`config.mk`:
```
export PLATFORM = sky130hd
export DESIGN_NAME = ultrasonic_ranger_ctrl
export DESIGN_NICKNAME = d
export VERILOG_FILES = /design/src/rtl/ultrasonic_ranger_ctrl.sv
export SDC_FILE = /design/constraint.sdc
export NUM_CORES = 1
export LEC_CHECK = 0
export ABC_AREA = 1
export CORE_UTILIZATION = 55
export DETAILED_ROUTE_END_ITERATION = 10
export PLACE_DENSITY = 0.69
export SLEW_MARGIN = 20
export SYNTH_ARGS = -nofsm -noshare
export SYNTH_HDL_FRONTEND = slang
export SYNTH_SLANG_ARGS = --single-unit
export TNS_END_PERCENT = 50
```
`constraint.sdc`:
```
create_clock -name clk -period 7.8 [get_ports clk]
set_input_delay 1.56 -clock clk [delete_from_list [all_inputs] [get_ports clk]]
set_output_delay 1.56 -clock clk [all_outputs]
set_load 0.05 [all_outputs]
```
`src/rtl/ultrasonic_ranger_ctrl.sv`:
```
// Trigger/echo sequencer for the ultrasonic ranger; feeds echo_width to convert_echo_to_inches.
// Optional feature macro: RANGER_SYNC_EN puts a 2-flop synchroniser in front of the echo pin.
module ultrasonic_ranger_ctrl #(
    parameter int unsigned TRIG_CYCLES    = 120,
    parameter int unsigned PERIOD_CYCLES  = 720000,
    parameter int unsigned TIMEOUT_CYCLES = 360000
) (
    input  logic        clk,
    input  logic        reset,
    input  logic        enable,
    input  logic        start,
    input  logic        echo,
    output logic        trig,
    output logic [31:0] echo_width,
    output logic        width_valid,
    output logic        timeout,
    output logic        busy,
    output logic [2:0]  dbg_state_o
);
    // Result handshake: width_valid is a one-cycle strobe with no ready/backpressure;
    // echo_width and timeout are stable from that cycle until the next strobe.

    typedef enum logic [2:0] {
        S_IDLE      = 3'd0,
        S_TRIG      = 3'd1,
        S_WAIT_RISE = 3'd2,
        S_MEASURE   = 3'd3,
        S_HOLDOFF   = 3'd4
    } state_t;

    localparam logic [31:0] TRIG_LAST    = 32'(TRIG_CYCLES - 1);
    localparam logic [31:0] PERIOD_MAX   = 32'(PERIOD_CYCLES);
    localparam logic [31:0] PERIOD_LAST  = 32'(PERIOD_CYCLES - 1);
    localparam logic [31:0] TIMEOUT_VAL  = 32'(TIMEOUT_CYCLES);
    localparam logic [31:0] TIMEOUT_LAST = 32'(TIMEOUT_CYCLES - 1);

    state_t      state_q;
    logic        trig_q;
    logic        busy_q;
    logic        valid_q;
    logic        timeout_q;
    logic [31:0] width_out_q;
    logic [31:0] trig_cnt_q;
    logic [31:0] wait_cnt_q;
    logic [31:0] width_q;
    logic [31:0] period_q;
    logic        seen_low_q;
    logic        echo_s_q;

`ifdef RANGER_SYNC_EN
    logic echo_meta_q;

    always_ff @(posedge clk or posedge reset) begin
        if (reset) begin
            echo_meta_q <= 1'b0;
            echo_s_q    <= 1'b0;
        end else begin
            echo_meta_q <= echo;
            echo_s_q    <= echo_meta_q;
        end
    end
`else
    always_ff @(posedge clk or posedge reset) begin
        if (reset) begin
            echo_s_q <= 1'b0;
        end else begin
            echo_s_q <= echo;
        end
    end
`endif

    always_ff @(posedge clk or posedge reset) begin
        if (reset) begin
            state_q     <= S_IDLE;
            trig_q      <= 1'b0;
            busy_q      <= 1'b0;
            valid_q     <= 1'b0;
            timeout_q   <= 1'b0;
            width_out_q <= '0;
            trig_cnt_q  <= '0;
            wait_cnt_q  <= '0;
            width_q     <= '0;
            period_q    <= '0;
            seen_low_q  <= 1'b0;
        end else begin
            valid_q <= 1'b0;
            if (period_q != PERIOD_MAX) begin
                period_q <= period_q + 32'd1;
            end
            case (state_q)
                S_IDLE: begin
                    if (enable || start) begin
                        state_q    <= S_TRIG;
                        trig_q     <= 1'b1;
                        busy_q     <= 1'b1;
                        trig_cnt_q <= '0;
                        period_q   <= '0;
                    end
                end
                S_TRIG: begin
                    if (trig_cnt_q == TRIG_LAST) begin
                        state_q    <= S_WAIT_RISE;
                        trig_q     <= 1'b0;
                        wait_cnt_q <= '0;
                        seen_low_q <= 1'b0;
                    end else begin
                        trig_cnt_q <= trig_cnt_q + 32'd1;
                    end
                end
                S_WAIT_RISE: begin
                    // Only a low seen inside this state arms the rise, so an echo
                    // already high on entry never counts as a rising edge.
                    if (echo_s_q && seen_low_q) begin
                        state_q <= S_MEASURE;
                        width_q <= 32'd1;
                    end else if (wait_cnt_q == TIMEOUT_LAST) begin
                        state_q     <= S_HOLDOFF;
                        width_out_q <= '0;
                        timeout_q   <= 1'b1;
                        valid_q     <= 1'b1;
                    end else begin
                        wait_cnt_q <= wait_cnt_q + 32'd1;
                        if (!echo_s_q) begin
                            seen_low_q <= 1'b1;
                        end
                    end
                end
                S_MEASURE: begin
                    if (!echo_s_q) begin
                        state_q     <= S_HOLDOFF;
                        width_out_q <= width_q;
                        timeout_q   <= 1'b0;
                        valid_q     <= 1'b1;
                    end else if (width_q == TIMEOUT_LAST) begin
                        state_q     <= S_HOLDOFF;
                        width_out_q <= TIMEOUT_VAL;
                        timeout_q   <= 1'b1;
                        valid_q     <= 1'b1;
                    end else begin
                        width_q <= width_q + 32'd1;
                    end
                end
                S_HOLDOFF: begin
                    // Leaving one cycle before saturation makes the next trig edge land
                    // exactly PERIOD_CYCLES after the previous one.
                    if ((period_q >= PERIOD_LAST) && !echo_s_q) begin
                        if (enable) begin
                            state_q    <= S_TRIG;
                            trig_q     <= 1'b1;
                            trig_cnt_q <= '0;
                            period_q   <= '0;
                        end else begin
                            state_q <= S_IDLE;
                            busy_q  <= 1'b0;
                        end
                    end
                end
                default: begin
                    state_q <= S_IDLE;
                    trig_q  <= 1'b0;
                    busy_q  <= 1'b0;
                end
            endcase
        end
    end

    assign trig        = trig_q;
    assign busy        = busy_q;
    assign width_valid = valid_q;
    assign timeout     = timeout_q;
    assign echo_width  = width_out_q;
    assign dbg_state_o = state_q;

endmodule

```
==> impl_metrics.tcl <==
set metrics [dict create \
    drtPass1Iterations 10 \
    dr_wl_met3_um 971 \
    timing.max_slew.rel_slack_pct 39.9 \
    post_cts_resize_count 0 \
    vias_per_cell 5.41 \
    antenna_cells_inserted 0 \
    grt_antenna_before_repair 0 \
    worst_setup_path_end_kind "output pin" \
    preCtsSetupSlack_ns 4.03 \
    postRouteWirelength_mm 26.4 \
    synth_top_area_cell "dfrtp_1" \
    clock_insertion_delay_worst_skew_ns 0.43 \
    place_hpwl_mm 18.8 \
    timing.critical_path.cells "clkdlybuf4s50_1" \
    clock-root-buffer "clkbuf_16" \
    grt_max_degree 98 \
    syn-cell-area_um2 10300 \
    synthToLayoutAreaGrowth_pct 11.6 \
    clkPwrFrac_pct 31.5 \
    crit_buf_inv 1 \
    critical_path_peak_fanout 5 \
    final.setup.tns_ns 0 \
    first_iter_violations 733 \
    final_period_util_pct 43.0 \
    max-cap-violations 0 \
    grt_pass1_vias 9242 \
    wl_met1_mm 12.9 \
    detailroute.wirelength.met2_mm 12.1 \
    pwr-share-comb_pct 30.4 \
    p_int_uw 1620 \
    pwr_density_cell_nw_per_um2 233 \
    num-nets-final 1555 \
    worst_ir_drop_vdd_mv 0.206 \
    layout-drive-gt1-share_pct 4.11 \
    drv_slew 0 \
    routabilityCongestion 0.931 \
    dieArea_um2 19200 \
    syn_inst 1511 \
    fin_worst_skew_ns 0.00907 \
    worst_ep_arrival_time_ns 1.79 \
    report.final.setup_viol 0 \
    cpLargestDelayFamily "buffers and inverters" \
    synth_area_per_cell_um2 6.80 \
    vertical_extent_of_the_die_um 139 \
    finalWorstSetupSlack_ns 4.45 \
    h-tree-depth 4 \
    cts.sinks 169 \
    worst_slew_pin_slew_ns 0.902 \
    place.port_buffers 43 \
    dp_cells 1755 \
    cpPeakStageDelay_ns 0.91 \
    cts-buffers-inserted 17 \
    finish.cell_count_without_fillers 1786 \
    cts.repair_timing.setup_buffer_count 0 \
    die_width_um 139 \
    vias 9654 \
    timing.setup.critical_path_class "reg2out" \
    power_switching_share_pct 39.3 \
    route.antenna.remaining_nets 0 \
    synth.yosys.seq_area_share_pct 41.2 \
    synth.area.top_cells "dfrtp_1 (41%), nand2_1 (20%), nor2_1 (7.9%), inv_1 (4.8%), nand3_1 (4.6%)" \
    switching_component_of_the_power_uw 1050 \
    timing.fmax_ghz 0.298 \
    ys_ff_latch 169 \
    cp-start-kind "flip-flop" \
    floorplan.initialDensity_pct 56.6 \
    cts.clk_slew.worst_paths_ns 0.06 \
    power.leakage_uw 0.00516 \
    floorplan.rows 49 \
    synth_fp_nets 1521 \
    clock_tree_from_tritoncts "yes" \
    finalHoldViolations 0 \
    period_minus_slack_ns 3.35 \
    critPathSlowestCell "clkdlybuf4s50_1" \
    drt_drc_violations_left 3 \
    cts_hold_buf 0 \
    share_seq_of_total_power_pct 38.1 \
    synthesis.yosys.warnings 0 \
    bufs_on_longest_clock_path 2 \
    grt_overflow 0 \
    grt_usage_pct 29.1 \
    maxUsedRoutingLayer "met4" \
    wirelength_per_cell_um 14.8 \
    worstPathRequired_ns 6.24 \
    global_route_wire_length_before_repair_mm 45.2 \
    design.core.area_um2 18100 \
    synth_cell_types 33 \
    failing_checks "DRC" \
    whs_ns 0.470 \
    pin_count 44 \
    grt_setup_unrepaired "false" \
    min-delay-path-class "reg2reg" \
    layout.core_utilization_pct 63.2 \
    status "finished with violations" \
    post-synth-top-area-fraction_pct 41.2 \
]
==> power groups by stage <==
stage | Sequential [uW] | Combinational, uW | Clock [uW]
after floorplan | 1150 | 466 | 0
after global placement | 1030 | 805 | 0
after detailed placement | 1030 | 819 | 0
after CTS | 1020 | 818 | 860
after global routing | 1020 | 899 | 895
final | 1020 | 813 | 841
==> path summary, 6_finish.rpt <==
| path | start | to | slack (ns) | cells after the start |
|---|---|---|---|---|
| worst max register to register | dbg_state_o[2] | width_q[28] | 4.85 | 11 |
| min in group asynchronous | reset | trig_cnt_q[31] | 1.70 | 2 |
| worst min-delay path | echo_width[11] | echo_width[11] | 0.47 | 2 |
| worst max-delay path | dbg_state_o[2] | dbg_state_o[2] | 4.45 | 1 |
| worst min register to register | echo_width[11] | echo_width[11] | 0.47 | 2 |
| max in group asynchronous | reset | trig_cnt_q[19] | 4.65 | 3 |
==> layer usage <==
metal	vias up	track usage (%)
met2	198	47.4
met5	-	0
met1	4529	40.8
met4	0	7.78
met3	37	4.28
li1	4890	-
==> layout make-up <==
| cell class | instances | area [um^2] |
|---|---|---|
| clock buffers | 22 | 464 |
| clock inverters | 9 | 118 |
| fillers | 1711 | 6690 |
| inverters | 137 | 522 |
| multi-input cells | 1170 | 5360 |
| flip-flops and latches | 169 | 4230 |
| well taps | 229 | 287 |
| repair buffers | 50 | 483 |
==> state kept, by name (all words and copies together), names as in the netlist <==
name / flops
echo_s_q: 1
dbg_state_o: 3
width_q: 32
period_q: 32
width_valid: 1
timeout: 1
echo_width: 32
seen_low_q: 1
trig_cnt_q: 32
trig: 1
busy: 1
wait_cnt_q: 32
==> per-stage QoR <==
step	area, um^2	total power, uW
floorplan	10300	1620
global route	11500	2820
finish	11500	2670
CTS	11500	2690
global placement	10900	1840
detailed placement	10900	1850
==> cell usage after synthesis (all sizes together) <==
library cell and n:
nor3 65, clkbuf 15, o21ai 61, nand3 96
nand3b 8, a21o 1, nand4 55, xor2 46
nor2 221, xnor2 16, a21oi 42, and2 1
nor3b 3, nand2 538, ha 5, dfrtp 169
buf 20, or2 11, o311ai 1, inv 137
==> layout by cell type, fill, tap and decap left out, types with 4 or more instances in the layout <==
cell and n:
ha_1 5, xor2_1 46, buf_4 7, nor2_2 4
clkdlybuf4s50_1 43, a21oi_1 41, or2_2 11, nor3_1 64
nand4_1 55, inv_2 5, o21ai_0 58, xnor2_1 16
nand3b_1 8, inv_1 130, nand3_1 95, clkbuf_16 17
nand2_1 536, nor2_1 215, dfrtp_1 169
==> cells by family (layout without fill, tap and decap cells) <==
family                   after synthesis  after routing  synth area share, %
AO/OA/AOI/OAI                        105            105                 5.29
AND/OR/NAND/NOR                      998            998                 40.9
flip-flops                           169            169                 41.2
adder cells (fa/ha/maj)                5              5                0.609
XOR/XNOR                              62             62                 5.29
buffers and inverters                172            218                 6.68
(Power assumes the default switching activity.)
